## config.mk

```make
export PLATFORM = sky130hd
export DESIGN_NAME = disp_rdreq_sched_flat
export DESIGN_NICKNAME = d
export VERILOG_FILES = /design/src/rtl/disp_rdreq_sched_if.sv /design/src/rtl/disp_rdreq_sched.sv /design/src/flat_wrapper.sv
export SDC_FILE = /design/constraint.sdc
export NUM_CORES = 1
export LEC_CHECK = 0
export BUFFER_PORTS_ARGS = -buffer_cell sky130_fd_sc_hd__buf_2
export CELL_PAD_IN_SITES_DETAIL_PLACEMENT = 2
export CELL_PAD_IN_SITES_GLOBAL_PLACEMENT = 2
export CORE_MARGIN = 3
export CORE_UTILIZATION = 35
export DETAILED_ROUTE_END_ITERATION = 7
export PLACE_DENSITY = 0.82
export SLEW_MARGIN = 20
export SYNTH_ARGS = -nofsm -noshare
export SYNTH_HDL_FRONTEND = slang
export SYNTH_SLANG_ARGS = --single-unit
export TNS_END_PERCENT = 100
```

## constraint.sdc

```tcl
create_clock -name ACLK -period 3.1 [get_ports ACLK]
set_input_delay 0.155 -clock ACLK [delete_from_list [all_inputs] [get_ports ACLK]]
set_output_delay 0.155 -clock ACLK [all_outputs]
set_load 0.05 [all_outputs]
```

## src/rtl/disp_rdreq_sched_if.sv

```systemverilog
// -----------------------------------------------------------------------------
// disp_rdreq_sched_if
//   Read-address channel plus monitored read-data handshake between the
//   display read scheduler and the AXI4 master.
//
//   araddr  : burst start address              (scheduler -> AXI)
//   arlen   : beats per burst minus one        (scheduler -> AXI)
//   arvalid : address valid                    (scheduler -> AXI)
//   arready : address accepted                 (AXI -> scheduler)
//   rvalid  : read data valid, monitored only  (AXI -> scheduler)
//   rready  : read data ready, monitored only  (AXI -> scheduler)
//   rresp   : read response, monitored only    (AXI -> scheduler)
//
//   master : view used by the scheduler
//   slave  : view used by the AXI side / environment
// -----------------------------------------------------------------------------
interface disp_rdreq_sched_if #(
  parameter int ADDR_W = 32
);
  logic [ADDR_W-1:0] araddr;
  logic [7:0]        arlen;
  logic              arvalid;
  logic              arready;
  logic              rvalid;
  logic              rready;
  logic [1:0]        rresp;

  modport master (
    output araddr, arlen, arvalid,
    input  arready, rvalid, rready, rresp
  );

  modport slave (
    input  araddr, arlen, arvalid,
    output arready, rvalid, rready, rresp
  );
endinterface

```

## src/rtl/disp_rdreq_sched.sv

```systemverilog
// -----------------------------------------------------------------------------
// disp_rdreq_sched
//   Schedules AXI4 burst reads that fetch one frame of 32-bit pixels from VRAM
//   into the display pixel FIFO. A frame starts on the timing generator's
//   FRAME_START pulse; a burst is only requested when the FIFO has room for
//   every word already in flight plus the whole new burst.
//
// Ports
//   ACLK, ARESETN  : clock, asynchronous active-low reset
//   DISP_ON        : display enable, sampled at frame start
//   DISP_ADDR      : frame base address, sampled at frame start
//   FRAME_START    : 1-cycle pulse at start of vertical blank
//   CLR_VBLANK     : software clear of VBLANK (and RRESP_ERR)
//   FIFO_WCNT      : words currently held in the pixel FIFO
//   m_axi          : AR channel driver + R handshake monitor (master modport)
//   VBLANK         : sticky frame-start flag
//   FRAME_LATE     : sticky, frame start arrived before the previous frame
//                    was fully requested; cleared only by reset
//   RRESP_ERR      : only with DISP_RDREQ_RRESP_CHK_EN defined; sticky flag
//                    for any accepted read beat with a non-OKAY response
//
// Configuration
//   DISP_RDREQ_RRESP_CHK_EN : adds the RRESP_ERR output and its checker.
// -----------------------------------------------------------------------------
module disp_rdreq_sched #(
  parameter int H_PIXELS   = 640,
  parameter int V_LINES    = 480,
  parameter int BURST_LEN  = 16,
  parameter int FIFO_DEPTH = 512,
  parameter int ADDR_W     = 32
) (
  input  logic                      ACLK,
  input  logic                      ARESETN,
  input  logic                      DISP_ON,
  input  logic [ADDR_W-1:0]         DISP_ADDR,
  input  logic                      FRAME_START,
  input  logic                      CLR_VBLANK,
  input  logic [9:0]                FIFO_WCNT,
  disp_rdreq_sched_if.master        m_axi,
  output logic                      VBLANK,
  output logic                      FRAME_LATE
`ifdef DISP_RDREQ_RRESP_CHK_EN
  ,
  output logic                      RRESP_ERR
`endif
);

  localparam int TOTAL_BURSTS = (H_PIXELS * V_LINES) / BURST_LEN;
  localparam int BCNT_W       = $clog2(TOTAL_BURSTS + 1);
  localparam int OUT_W        = $clog2(FIFO_DEPTH + 1);
  localparam int ALIGN_W      = $clog2(BURST_LEN * 4);
  localparam int SUM_W        = ((OUT_W > 10) ? OUT_W : 10) + 2;

  typedef enum logic [1:0] {
    IDLE = 2'd0,
    CHK  = 2'd1,
    ADDR = 2'd2
  } state_t;

  state_t                   state, state_nx;
  logic [ADDR_W-ALIGN_W-1:0] base_hi, pend_hi, new_hi;
  logic [BCNT_W-1:0]        burst_cnt;
  logic [OUT_W-1:0]         outstanding;
  logic                     pend_fs, pend_on, new_on;
  logic                     ar_hs, r_hs, room, last_burst;
  logic                     frame_load, burst_inc, late_set;
  logic [SUM_W-1:0]         need;

  assign ar_hs      = (state == ADDR) && m_axi.arready;
  assign r_hs       = m_axi.rvalid && m_axi.rready;
  // Words already in the FIFO plus words requested but not yet returned plus
  // the new burst must all fit, so the FIFO can never overflow.
  assign need       = SUM_W'(FIFO_WCNT) + SUM_W'(outstanding) + SUM_W'(BURST_LEN);
  assign room       = need <= SUM_W'(FIFO_DEPTH);
  assign last_burst = burst_cnt == BCNT_W'(TOTAL_BURSTS - 1);

  // Address is a pure function of registered state, so it stays stable for
  // as long as ARVALID waits for ARREADY.
  assign m_axi.arvalid = state == ADDR;
  assign m_axi.arlen   = 8'(BURST_LEN - 1);
  assign m_axi.araddr  = {base_hi, {ALIGN_W{1'b0}}} + (ADDR_W'(burst_cnt) << ALIGN_W);

  // NOTE: every combinational output gets a default before the case so no
  // path leaves a variable unassigned, which would infer a latch.
  always_comb begin
    state_nx   = state;
    frame_load = 1'b0;
    burst_inc  = 1'b0;
    late_set   = 1'b0;
    new_hi     = DISP_ADDR[ADDR_W-1:ALIGN_W];
    new_on     = DISP_ON;
    case (state)
      IDLE: begin
        if (FRAME_START && DISP_ON) begin
          frame_load = 1'b1;
          state_nx   = CHK;
        end
      end
      CHK: begin
        if (FRAME_START) begin
          frame_load = 1'b1;
          late_set   = 1'b1;
          state_nx   = DISP_ON ? CHK : IDLE;
        end else if (room) begin
          state_nx = ADDR;
        end
      end
      ADDR: begin
        if (FRAME_START) late_set = 1'b1;
        if (ar_hs) begin
          burst_inc = 1'b1;
          // A frame start seen while waiting (or right now) restarts the
          // frame only once the pending burst has been accepted.
          if (FRAME_START || pend_fs) begin
            if (!FRAME_START) begin
              new_hi = pend_hi;
              new_on = pend_on;
            end
            frame_load = 1'b1;
            state_nx   = new_on ? CHK : IDLE;
          end else if (last_burst) begin
            state_nx = IDLE;
          end else begin
            state_nx = CHK;
          end
        end
      end
      default: state_nx = IDLE;
    endcase
  end

  // NOTE: sequential state uses non-blocking assignments so every register
  // samples the pre-edge values regardless of statement order.
  always_ff @(posedge ACLK or negedge ARESETN) begin
    if (!ARESETN) begin
      state       <= IDLE;
      base_hi     <= '0;
      burst_cnt   <= '0;
      outstanding <= '0;
      pend_fs     <= 1'b0;
      pend_on     <= 1'b0;
      pend_hi     <= '0;
      VBLANK      <= 1'b0;
      FRAME_LATE  <= 1'b0;
    end else begin
      state <= state_nx;

      if (frame_load) begin
        base_hi   <= new_hi;
        burst_cnt <= '0;
      end else if (burst_inc) begin
        burst_cnt <= burst_cnt + BCNT_W'(1);
      end

      case ({ar_hs, r_hs})
        2'b10:   outstanding <= outstanding + OUT_W'(BURST_LEN);
        2'b01:   outstanding <= outstanding - OUT_W'(1);
        2'b11:   outstanding <= outstanding + OUT_W'(BURST_LEN - 1);
        default: outstanding <= outstanding;
      endcase

      if (ar_hs) begin
        pend_fs <= 1'b0;
      end else if (state == ADDR && FRAME_START) begin
        pend_fs <= 1'b1;
        pend_on <= DISP_ON;
        pend_hi <= DISP_ADDR[ADDR_W-1:ALIGN_W];
      end

      if (FRAME_START)     VBLANK <= 1'b1;
      else if (CLR_VBLANK) VBLANK <= 1'b0;

      if (late_set) FRAME_LATE <= 1'b1;
    end
  end

  // Low address bits are forced to burst alignment and never used.
  logic unused_addr_lo;
  assign unused_addr_lo = ^DISP_ADDR[ALIGN_W-1:0];

`ifdef DISP_RDREQ_RRESP_CHK_EN
  always_ff @(posedge ACLK or negedge ARESETN) begin
    if (!ARESETN)                             RRESP_ERR <= 1'b0;
    else if (r_hs && m_axi.rresp != 2'b00)    RRESP_ERR <= 1'b1;
    else if (CLR_VBLANK)                      RRESP_ERR <= 1'b0;
  end
`else
  logic unused_rresp;
  assign unused_rresp = ^m_axi.rresp;
`endif

endmodule

```

## src/flat_wrapper.sv

```systemverilog
// flat-port wrapper written by rule: the top's interface ports become plain ports
module disp_rdreq_sched_flat 
#(
  parameter int H_PIXELS   = 640,
  parameter int V_LINES    = 480,
  parameter int BURST_LEN  = 16,
  parameter int FIFO_DEPTH = 512,
  parameter int ADDR_W     = 32
)
  (ACLK, ARESETN, DISP_ON, DISP_ADDR, FRAME_START, CLR_VBLANK, FIFO_WCNT, VBLANK, FRAME_LATE, m_axi_araddr, m_axi_arlen, m_axi_arvalid, m_axi_arready, m_axi_rvalid, m_axi_rready, m_axi_rresp);
  disp_rdreq_sched_if #(.ADDR_W(ADDR_W)) m_axi_i ();
  input  logic ACLK;
  input  logic ARESETN;
  input  logic DISP_ON;
  input  logic [ADDR_W-1:0] DISP_ADDR;
  input  logic FRAME_START;
  input  logic CLR_VBLANK;
  input  logic [9:0] FIFO_WCNT;
  output logic VBLANK;
  output logic FRAME_LATE;
  output wire logic [$bits(m_axi_i.araddr)-1:0] m_axi_araddr;
  output wire logic [$bits(m_axi_i.arlen)-1:0] m_axi_arlen;
  output wire logic [$bits(m_axi_i.arvalid)-1:0] m_axi_arvalid;
  input wire logic [$bits(m_axi_i.arready)-1:0] m_axi_arready;
  input wire logic [$bits(m_axi_i.rvalid)-1:0] m_axi_rvalid;
  input wire logic [$bits(m_axi_i.rready)-1:0] m_axi_rready;
  input wire logic [$bits(m_axi_i.rresp)-1:0] m_axi_rresp;
  assign m_axi_araddr = m_axi_i.araddr;
  assign m_axi_arlen = m_axi_i.arlen;
  assign m_axi_arvalid = m_axi_i.arvalid;
  assign m_axi_i.arready = m_axi_arready;
  assign m_axi_i.rvalid = m_axi_rvalid;
  assign m_axi_i.rready = m_axi_rready;
  assign m_axi_i.rresp = m_axi_rresp;
  disp_rdreq_sched #(.H_PIXELS(H_PIXELS), .V_LINES(V_LINES), .BURST_LEN(BURST_LEN), .FIFO_DEPTH(FIFO_DEPTH), .ADDR_W(ADDR_W)) u_core (.ACLK(ACLK), .ARESETN(ARESETN), .DISP_ON(DISP_ON), .DISP_ADDR(DISP_ADDR), .FRAME_START(FRAME_START), .CLR_VBLANK(CLR_VBLANK), .FIFO_WCNT(FIFO_WCNT), .m_axi(m_axi_i), .VBLANK(VBLANK), .FRAME_LATE(FRAME_LATE));
endmodule
```

# Word level (Yosys, flattened, before mapping)
# Cells that the tools add are included.
# word_totals
reg_bits	83
word_cells	72
# op_classes
n_lt_le_gt_ge	1
n_reduce_logical	13
bitwise	1
add_sub_neg	7
eq_ne	9
muxes	32
# ops
operator	count
two-way mux 26 bit	4
adder 32 x 21 -> 32 bit	1
two-way mux 15 bit	2
case mux 10 bit (3 select lines)	1
two-way mux 1 bit	18
adder 15 x 1 -> 15 bit, second input constant	1
equality test 15 bit, second input constant	1
adder 12 x 5 -> 12 bit, second input constant	1
less-or-equal comparator 12 x 10 -> 1 bit, second input constant	1
adder 10 x 10 -> 11 bit	1
adder 10 x 4 -> 10 bit, second input constant	1
adder 10 x 5 -> 10 bit, second input constant	1
two-way mux 2 bit	5
subtractor 10 x 1 -> 10 bit, second input constant	1
equality test 2 bit, second input constant	3
case mux 2 bit (3 select lines)	1
nonzero test 2 bit	3
equality test 2 x 1 -> 1 bit, second input constant	2
logical AND 1 bit	4
inequality test 2 x 1 -> 1 bit, second input constant	2
inequality test 3 x 2 -> 1 bit, second input constant	1
case mux 1 bit (3 select lines)	1
AND reduction 3 bit	1
nonzero test 3 bit	1
5 further kinds	5

# Logic depth before layout (Yosys ltp)
# Gate-level depths: netlist of run 1.
# logic_depth
word_depth	8
ltp_mapped	12
ltp_nobuf	11

# Worst setup path before layout of run 1
# Ideal clock, no wire load.
# synth_path
path_type	register -> output
from	register u_core.burst_cnt[8]
to	output port m_axi_araddr[17]
path_stages_with_launch	9
arrival_time_ns	3.292
path_slack_ns	-0.347
cell_sequence	dfrtp_1 ha_1 o21ai_1 nand2b_1 nor2b_1 nand3_1 and2_1 buf_2 o311ai_0
# synth_between
elab_chain_len	1
# synth_lines
element	line	rtl
start: declaration	disp_rdreq_sched.sv:62	logic [BCNT_W-1:0] burst_cnt;
start signal: assignment	disp_rdreq_sched.sv:152	burst_cnt <= burst_cnt + BCNT_W'(1);
adder 32 x 21 -> 32 bit	disp_rdreq_sched.sv:81	assign m_axi.araddr = {base_hi, {ALIGN_W{1'b0}}} + (ADDR_W'(burst_cnt) << ALIGN_W);
end: declaration	flat_wrapper.sv:21	output wire logic [$bits(m_axi_i.araddr)-1:0] m_axi_araddr;
# Every way passes these cells.

# Final worst setup path of run 1
# layout_path
from	register u_core.burst_cnt[0]
to	output port m_axi_araddr[28]
# Same word-level chain as after synthesis.

==> flow_metrics.env, run 1 <==
export IMPL_ys_types=60
export IMPL_grt_busiest_layer="met2"
export IMPL_numCtsBuffers=9
export IMPL_cp_arrival_ps=2890
export IMPL_synth_edf_count=0
export IMPL_drtIter0Drc=146
export IMPL_synth_area_leaders="dfrtp_1, ha_1, mux2_2"
export IMPL_slew_headroom=0.445
export IMPL_num_nets_final=752
export IMPL_synth_area_mm2=0.00559
export IMPL_yosysSeqAreaShare=0.371
export IMPL_fin_ws_ps=53.5
export IMPL_outcome="complete, no violations"
export IMPL_grt_ovfl_total=0
export IMPL_numPortBuffers=72
export IMPL_cts_reportedPaths_clkPinSlew_ps=60
export IMPL_slew_violations=0
export IMPL_synth_most_common_cell="dfrtp_1"
export IMPL_place_inst=855
export IMPL_grtUsageMet3=0.0262
export IMPL_drc=0
export IMPL_final_setup_tns_ps=0
export IMPL_core_area_mm2=0.0154
export IMPL_initial_utilization=0.363
export IMPL_design_area_mm2=0.00665
export IMPL_postRouteAntennaNets=0
export IMPL_area_growth_pct=18.8
export IMPL_rsz0062_at_grt="yes"
export IMPL_setup_viol=0
export IMPL_synth_top_cell_area_share=0.371
export IMPL_antenna_cells=0
export IMPL_root_buffer="clkbuf_16"
export IMPL_startpoint_type="register"
export IMPL_synth_common_cells="dfrtp_1, a21oi_1, nor2_1"
export IMPL_grt_max_degree=68
export IMPL_fp_dieW_um=132
export IMPL_place_gp_congestion=0.849
export IMPL_cts_num_sinks=83
export IMPL_synthCells=590
export IMPL_vias=4720
export IMPL_ios=95
export IMPL_grt_usage=0.197
export IMPL_grt_util_met2=0.341
export IMPL_finalWirelength_mm=17.1
export IMPL_period_minus_slack_ps=3050
export IMPL_rr_worst_depth=9
export IMPL_drive_above_1_share=0.257
export IMPL_first_pass_iters=4
export IMPL_ys_ff_latch=83
export IMPL_p_per_area_mw_per_mm2=964
export IMPL_skew_ps=11.6
export IMPL_critPathKind="reg2out"
export IMPL_max_stage_delay_ps=370
export IMPL_place_area_mm2=0.00615
export IMPL_hold_viol=0
export IMPL_grt_pass1_vias=5260
export IMPL_grt_pass1_wl_mm=28.2
export IMPL_async_flop_share=1.00
export IMPL_place_ws_ps=78.4
export IMPL_die_area_mm2=0.0175
export IMPL_viasPerCell=5.38
export IMPL_die_height_um=132
export IMPL_leakagePower_nw=3.11
export IMPL_ys_warnings_count=0
export IMPL_post_dp_hpwl_mm=12.3
export IMPL_clkLatencyLatePin_ps=350
export IMPL_antenna_found_initial=0
export IMPL_cts_tree="done"
export IMPL_grtUsageMet1=0.252
export IMPL_syn_area_per_cell_um2=9.48
export IMPL_timing_final_crit_share=0.983
export IMPL_whs_path_depth=2
export IMPL_vdd_drop_max_mv=0.645
export IMPL_fmax_mhz=328
export IMPL_critPathSlowestCell="dfrtp_1"
export IMPL_max_cap_viol_count=0
export IMPL_holdCritPathClass="in2reg"
export IMPL_cp_end_kind="output pin"
export IMPL_synth_top_area_cell="dfrtp_1"
export IMPL_cts_max_level=3
export IMPL_cp_required_ps=2940
export IMPL_ys_flop_type="dfrtp_1"
export IMPL_clockBufferDepth=2
export IMPL_path_max_fanout=6
export IMPL_worst_pin_slew_ps=833
export IMPL_final_cells=877
export IMPL_wl_per_cell_um=19.5
export IMPL_row_count=45
export IMPL_crit_chain="ha_2 > inv_1 > fa_2 > nor2b_1 > o21a_1 > o21ai_2 > a311oi_2 > nor2_4 > a2111oi_4 > xor2_1 > buf_4"
[cells in the final DEF, fill, tap and decap left out, types with 17 or more instances in the layout]
cell | synthesis | routed
a21oi_1 | 53 | 52
buf_2 | 5 | 62
buf_4 | 14 | 21
dfrtp_1 | 83 | 80
ha_1 | 37 | 30
inv_1 | 20 | 19
mux2_2 | 29 | 29
mux2i_1 | 27 | 27
nand2_1 | 41 | 40
nand4_1 | 17 | 17
nor2_1 | 53 | 50
xnor2_1 | 24 | 24
xor2_1 | 25 | 25
[per-layer routing]
metal,vias up,wire (um)
met5,-,0
met4,0,346
met3,22,434
met2,67,8920
met1,2395,7410
li1,2236,-
[critical path, delay by kind of cell, from the launching register on]
family | cells | cell delay (ps)
simple gates | 2 | 250
xor+xnor | 1 | 180
compound gates | 4 | 930
flops | 1 | 370
fa+ha+maj | 2 | 540
buf+inv | 2 | 280
[cell type report]
| cell class | instances | area [um^2] |
|---|---|---|
| fill | 1730 | 8780 |
| multi-input combinational | 460 | 3430 |
| sequential | 83 | 2080 |
| timing repair buffer | 87 | 513 |
| tap | 211 | 264 |
| clock buffer | 10 | 229 |
| inverter | 20 | 75.1 |
| clock inverter | 6 | 50.0 |
[state kept, by name, indices dropped and copies added (netlist names)]
name,cells
u_core.pend_on,1
u_core.burst_cnt,15
u_core.outstanding,10
u_core.pend_fs,1
u_core.state,2
u_core.VBLANK,1
u_core.base_hi,26
u_core.FRAME_LATE,1
u_core.pend_hi,26
[logic make-up after synthesis]
group                      synth area share
and+or+nand+nor                       0.161
AOI/OAI and AO/OA                     0.143
DFF                                   0.371
buffers and inverters                0.0506
muxes                                 0.107
xor gates and xnor gates             0.0767
adders and majority gates            0.0899
other                               0.00134
[where the power goes]
group	internal (mW)	total (mW)	switching, mW
clock	0.552	1.04	0.486
sequential	1.49	1.92	0.434
combinational	1.26	3.44	2.18
[metrics by stage]
stage                util  power, mW  hold WS (ps)
finish              0.431       6.40          7.98
CTS                 0.422       6.34          5.52
global route        0.431       6.88          32.2
detailed placement  0.399       5.18           317
global placement    0.399       4.92           308
floorplan               -       4.31          -141
[worst paths after layout]
path | from | end | slack [ps]
max | u_core.burst_cnt[0] | m_axi_araddr[28] | 50
min | CLR_VBLANK | u_core.VBLANK | 8
min reg2reg | u_core.FRAME_LATE | u_core.FRAME_LATE | 460
min in group asynchronous | ARESETN | u_core.outstanding[3] | 450
max reg2reg | u_core.outstanding[0] | u_core.state[0] | 220
max in group asynchronous | ARESETN | u_core.base_hi[20] | 1940
[what timing repair did]
| action | 4_1_cts | 5_1_grt |
|---|---|---|
| buffers inserted | 2 | 3 |
| endpoints found under the hold margin | 60 | 0 |
| pin swaps | 3 | 9 |
| setup endpoints to repair | 10 | 13 |
| hold buffers | 1 | 0 |
| gates resized for setup | 15 | 28 |
Note: power is estimated with default switching activity, not from simulation.
==> run 2: changes to the inputs <==
==> constraint.sdc (replaced) <==
create_clock -name ACLK -period 3.1 [get_ports ACLK]
set_input_delay 0.31 -clock ACLK [delete_from_list [all_inputs] [get_ports ACLK]]
set_output_delay 0.31 -clock ACLK [all_outputs]
set_load 0.05 [all_outputs]
==> run 2 against run 1 <==
Against the previous run: fmax shrank 7.5%; final cell count rose by 1.9%; the run now ends with negative setup slack left; global-route usage up 1.5 points; sequential power grew 2%; combinational power up 9.6%; utilization up 2.3 points; first-iteration DRC count up 70%; largest power group unchanged; wire length increased by 16%; critical endpoint is now m_axi_araddr[29]; critical path depth did not move; clock power rose by 5%; via count grew 4.3%.
==> flow_metrics.env, run 2 (same netlist as run 1, synthesis figures left out) <==
export IMPL_rsz0062_at_grt="yes"
export IMPL_grt_pass1_vias=5531
export IMPL_outcome="finished, violations left"
export IMPL_drive_above_1_share=0.305
export IMPL_cts_tree="done"
export IMPL_area_growth_pct=25.1
export IMPL_cts_max_level=3
export IMPL_clockBufferDepth=2
export IMPL_cp_end_kind="output pin"
export IMPL_fp_dieW_um=132
export IMPL_holdWs_ps=139
export IMPL_skew_ps=8.16
export IMPL_grt_max_degree=77
export IMPL_antenna_cells=0
export IMPL_hold_viol=0
export IMPL_first_pass_iters=4
export IMPL_drtIter0Drc=248
export IMPL_ios=95
export IMPL_finalWirelength_mm=19.9
export IMPL_grt_pass1_wl_mm=29.9
export IMPL_grt_ovfl_total=0
export IMPL_vias=4921
export IMPL_postRouteAntennaNets=0
export IMPL_max_cap_viol_count=0
export IMPL_viasPerCell=5.50
export IMPL_fmax_mhz=304
export IMPL_p_per_area_mw_per_mm2=974
export IMPL_numCtsBuffers=9
export IMPL_vdd_drop_max_mv=0.673
export IMPL_place_inst=856
export IMPL_core_area_mm2=0.0154
export IMPL_numPortBuffers=72
export IMPL_die_area_mm2=0.0175
export IMPL_slew_violations=0
export IMPL_fin_ws_ps=-193
export IMPL_wl_per_cell_um=22.2
export IMPL_initial_utilization=0.363
export IMPL_row_count=45
export IMPL_num_nets_final=769
export IMPL_drc=0
export IMPL_power_total_mw=6.82
export IMPL_place_gp_congestion=0.801
export IMPL_cts_num_sinks=83
export IMPL_post_dp_hpwl_mm=12.4
export IMPL_reg_top3="u_core.base_hi: 26 flops, u_core.pend_hi: 26 flops, u_core.burst_cnt: 15 flops"
export IMPL_clkLatencyLatePin_ps=360
export IMPL_final_cell_mix="dfrtp_1, buf_2, a21oi_1, nor2_1, nand2_1"
export IMPL_die_height_um=132
export IMPL_design_area_mm2=0.00700
export IMPL_timing_final_crit_share=1.06
export IMPL_final_common_cell="dfrtp_1"
export IMPL_place_area_mm2=0.00618
export IMPL_startpoint_type="register"
export IMPL_grt_usage=0.212
export IMPL_period_minus_slack_ps=3290
export IMPL_r2r_start="u_core.outstanding[0]"
export IMPL_cp_arrival_ps=2980
export IMPL_cp_required_ps=2790
export IMPL_critPathKind="reg2out"
export IMPL_path_max_fanout=5
export IMPL_root_buffer="clkbuf_16"
export IMPL_final_cells=894
export IMPL_leakagePower_nw=3.27
export IMPL_worst_pin_slew_ps=702
export IMPL_min_delay_start="CLR_VBLANK"
export IMPL_setup_viol=8
export IMPL_slew_headroom=0.529
export IMPL_antenna_found_initial=0
export IMPL_cts_reportedPaths_clkPinSlew_ps=70
export IMPL_holdCritPathClass="in2reg"
export IMPL_failed_checks="negative setup slack"
export IMPL_startpoint="u_core.base_hi[8]"
run 2: per-stage QoR:
stage	setup slack, ps	setup TNS (ps)	util
after floorplan	37.8	0	-
after global placement	77.7	0	0.401
after CTS	-85.4	-315	0.438
after detailed placement	-24.5	-24.5	0.401
final	-193	-980	0.454
after global routing	-268	-2360	0.454
run 2: critical path: stages, from the launching register on:
cell	delay (ps)
dfrtp_1	450
ha_4	330
buf_6	110
o21ai_1	60
nand2b_1	120
nor2b_4	160
nand3_2	120
and2_4	230
buf_6	140
a221o_1	300
or4_4	430
buf_8	170
run 2: layout make-up:
class | instances | area, um^2
fillers | 1692 | 8430
multi-input cells | 460 | 3570
clock inverters | 6 | 47.5
inverters | 20 | 75.1
repair buffers | 104 | 718
flip-flops and latches | 83 | 2080
clock buffers | 10 | 239
well taps | 211 | 264
run 2: path summary, 6_finish.rpt:
kind	endpoint	slack [ps]	cells after the start
hold / removal	u_core.VBLANK	140	2
hold reg to reg	u_core.FRAME_LATE	480	1
setup / recovery	m_axi_araddr[29]	-190	11
max in group asynchronous	u_core.base_hi[17]	2130	3
setup reg to reg	u_core.state[0]	190	9
min in group asynchronous	u_core.outstanding[1]	310	2
run 2: report_power, final:
part           internal [mW]  switching (mW)
logic                   1.43            2.34
registers               1.49           0.473
clock network          0.576           0.510
total                   3.50            3.32
run 2: metal layers:
layer	wire length, um	vias up	global-route usage
met5	0	-	0
met4	552	0	0.0560
met3	613	31	0.0346
met2	10300	111	0.377
met1	8420	2519	0.266
li1	-	2260	-
run 2: timing repair:
item,4_1_cts,5_1_grt
pin swaps,7,13
hold buffers,1,0
resized for setup,47,46
endpoints found under the hold margin,7,0
buffers inserted,12,9
endpoints found under the setup margin,16,18
==> run 3: changes to the inputs <==
GPL_TIMING_DRIVEN = 0   (was default)
REMOVE_ABC_BUFFERS = 1   (was default)
==> run 3 against run 2 <==
Against the previous run: via count grew 3.4%; die area is the same; count of clock-buffer cells in the layout down 1; clock skew is 4.2 ps higher; largest power group unchanged; non-clock buffer count increased by 8; first-iteration DRC count up 12%; flip-flop and latch count unchanged; register-to-register slack worse by 120 ps; wire length up 12%; the flow still finishes with violations (negative setup slack); final cell count increased by 0.78%.
==> flow_metrics.env, run 3 (same netlist as run 1, synthesis figures left out) <==
export IMPL_fin_util=0.463
export IMPL_switching_share=0.495
export IMPL_seq_area_mm2=0.00208
export IMPL_die_area_mm2=0.0175
export IMPL_core_area_mm2=0.0154
export IMPL_internal_power_mw=3.52
export IMPL_postRouteAntennaNets=0
export IMPL_area_growth_pct=27.6
export IMPL_clockBufferDepth=2
export IMPL_hold_viol=0
export IMPL_worst_pin_slew_ps=649
export IMPL_cp_required_ps=2790
export IMPL_grt_pass1_wl_mm=30.3
export IMPL_period_minus_slack_ps=3260
export IMPL_fp_dieW_um=132
export IMPL_die_height_um=132
export IMPL_final_cell_mix="dfrtp_1, buf_2, a21oi_1, nor2_1, buf_4"
export IMPL_p_per_area_mw_per_mm2=977
export IMPL_cp_arrival_ps=2950
export IMPL_share_comb_of_total_power=0.559
export IMPL_cts_tree="done"
export IMPL_path_max_fanout=6
export IMPL_switchingPower_mw=3.45
export IMPL_grt_usage=0.216
export IMPL_final_common_cell="dfrtp_1"
export IMPL_startpoint_type="register"
export IMPL_holdCritPathClass="in2reg"
export IMPL_grt_ovfl_total=0
export IMPL_drive_above_1_share=0.319
export IMPL_cp_end_kind="output pin"
export IMPL_final_setup_tns_ps=-793
export IMPL_clkPwrFrac=0.155
export IMPL_numPortBuffers=72
export IMPL_seq_power_share=0.286
export IMPL_slew_headroom=0.566
export IMPL_post_dp_hpwl_mm=12.1
export IMPL_failed_checks="negative setup slack"
export IMPL_leakagePower_nw=3.30
export IMPL_fill_cells=1646
export IMPL_antenna_cells=0
export IMPL_cts_reportedPaths_clkPinSlew_ps=70
export IMPL_reg_top3="u_core.base_hi: 26 flops, u_core.pend_hi: 26 flops, u_core.burst_cnt: 15 flops"
export IMPL_cts_num_sinks=83
export IMPL_vdd_drop_max_mv=0.688
export IMPL_finalWirelength_mm=22.2
export IMPL_fmax_mhz=307
export IMPL_clkLatencyLatePin_ps=360
export IMPL_place_gp_congestion=0.810
export IMPL_ios=95
export IMPL_slew_violations=0
export IMPL_critPathKind="reg2out"
export IMPL_drc=0
export IMPL_rsz0062_at_grt="yes"
export IMPL_row_count=45
export IMPL_num_nets_final=777
export IMPL_fin_ws_ps=-159
export IMPL_setup_viol=11
export IMPL_outcome="finished, violations left"
export IMPL_max_cap_viol_count=0
export IMPL_antenna_found_initial=0
export IMPL_numCtsBuffers=9
export IMPL_vias=5089
export IMPL_first_pass_iters=4
export IMPL_viasPerCell=5.65
export IMPL_wl_per_cell_um=24.6
export IMPL_cts_max_level=3
export IMPL_initial_utilization=0.363
export IMPL_drtIter0Drc=278
export IMPL_multi_input_area_mm2=0.00362
export IMPL_skew_ps=12.4
export IMPL_grt_pass1_vias=5457
export IMPL_timing_final_crit_share=1.05
export IMPL_root_buffer="clkbuf_16"
export IMPL_grt_max_degree=51
-- run 3: cell count changes in the layout (fill, tap and decap cells not counted), sizes merged --
cell      change
buf           +7
clkinv        -1
clkinvlp      +2
inv           -1
-- run 3: area by class of cell --
class | count | area share
multi-input cells | 460 | 0.508
flip-flops and latches | 83 | 0.292
repair buffers | 112 | 0.114
clock inverters | 6 | 0.00701
well taps | 211 | 0.0370
clock buffers | 9 | 0.0316
inverters | 20 | 0.0105
-- run 3: path summary, 6_finish.rpt --
check | slack (ps) | cells past startpoint | start | to
setup / recovery | -160 | 11 | u_core.burst_cnt[0] | m_axi_araddr[28]
hold / removal | 160 | 2 | CLR_VBLANK | u_core.VBLANK
setup reg to reg | 70 | 11 | u_core.state[0] | u_core.outstanding[9]
hold reg to reg | 470 | 1 | u_core.FRAME_LATE | u_core.FRAME_LATE
max in group asynchronous | 1950 | 3 | ARESETN | u_core.burst_cnt[7]
min in group asynchronous | 480 | 2 | ARESETN | u_core.base_hi[23]
-- run 3: critical path, cell delays in order, from the launching register on --
cell and delay (ps):
dfrtp_1 360, ha_2 190, inv_2 50, fa_2 350, nor2b_2 130, o21a_1 220, o21ai_4 120, a311oi_4 290
nor2_4 120, a2111oi_4 320, xor2_1 190, buf_4 220
-- run 3: per-stage QoR --
step	setup WS (ps)	hold slack [ps]	cell area, um^2	instances	total power, mW
final	-159	160	7140	901	6.97
after global routing	-325	164	7140	901	7.42
after CTS	-70.6	157	6720	880	6.43
after detailed placement	-371	335	6190	851	5.17
after global placement	-2100	436	6050	846	4.88
after floorplan	-979	14.4	5430	563	4.26
-- run 3: repair_timing --
item	CTS	global route
setup endpoints to repair	21	19
buffers inserted	13	21
pin swaps	7	17
gates resized for setup	39	59
hold endpoints to repair	33	0
hold buffers	1	0
-- run 3: power by group through the flow --
stage          clock network [mW]  registers [mW]  logic [mW]
6_report                     1.08            1.99        3.90
5_1_grt                      1.15            2.04        4.22
4_1_cts                      1.07            1.91        3.44
3_5_place_dp                    0            1.92        3.25
3_3_place_gp                    0            1.87        3.00
2_1_floorplan                   0            1.78        2.48
-- run 3: per-layer routing --
metal | GRT usage | part of all wire | vias up
met5 | 0 | 0 | -
met4 | 0.0595 | 0.022 | 0
met3 | 0.0376 | 0.034 | 30
met2 | 0.387 | 0.54 | 123
met1 | 0.266 | 0.40 | 2650
li1 | - | - | 2286
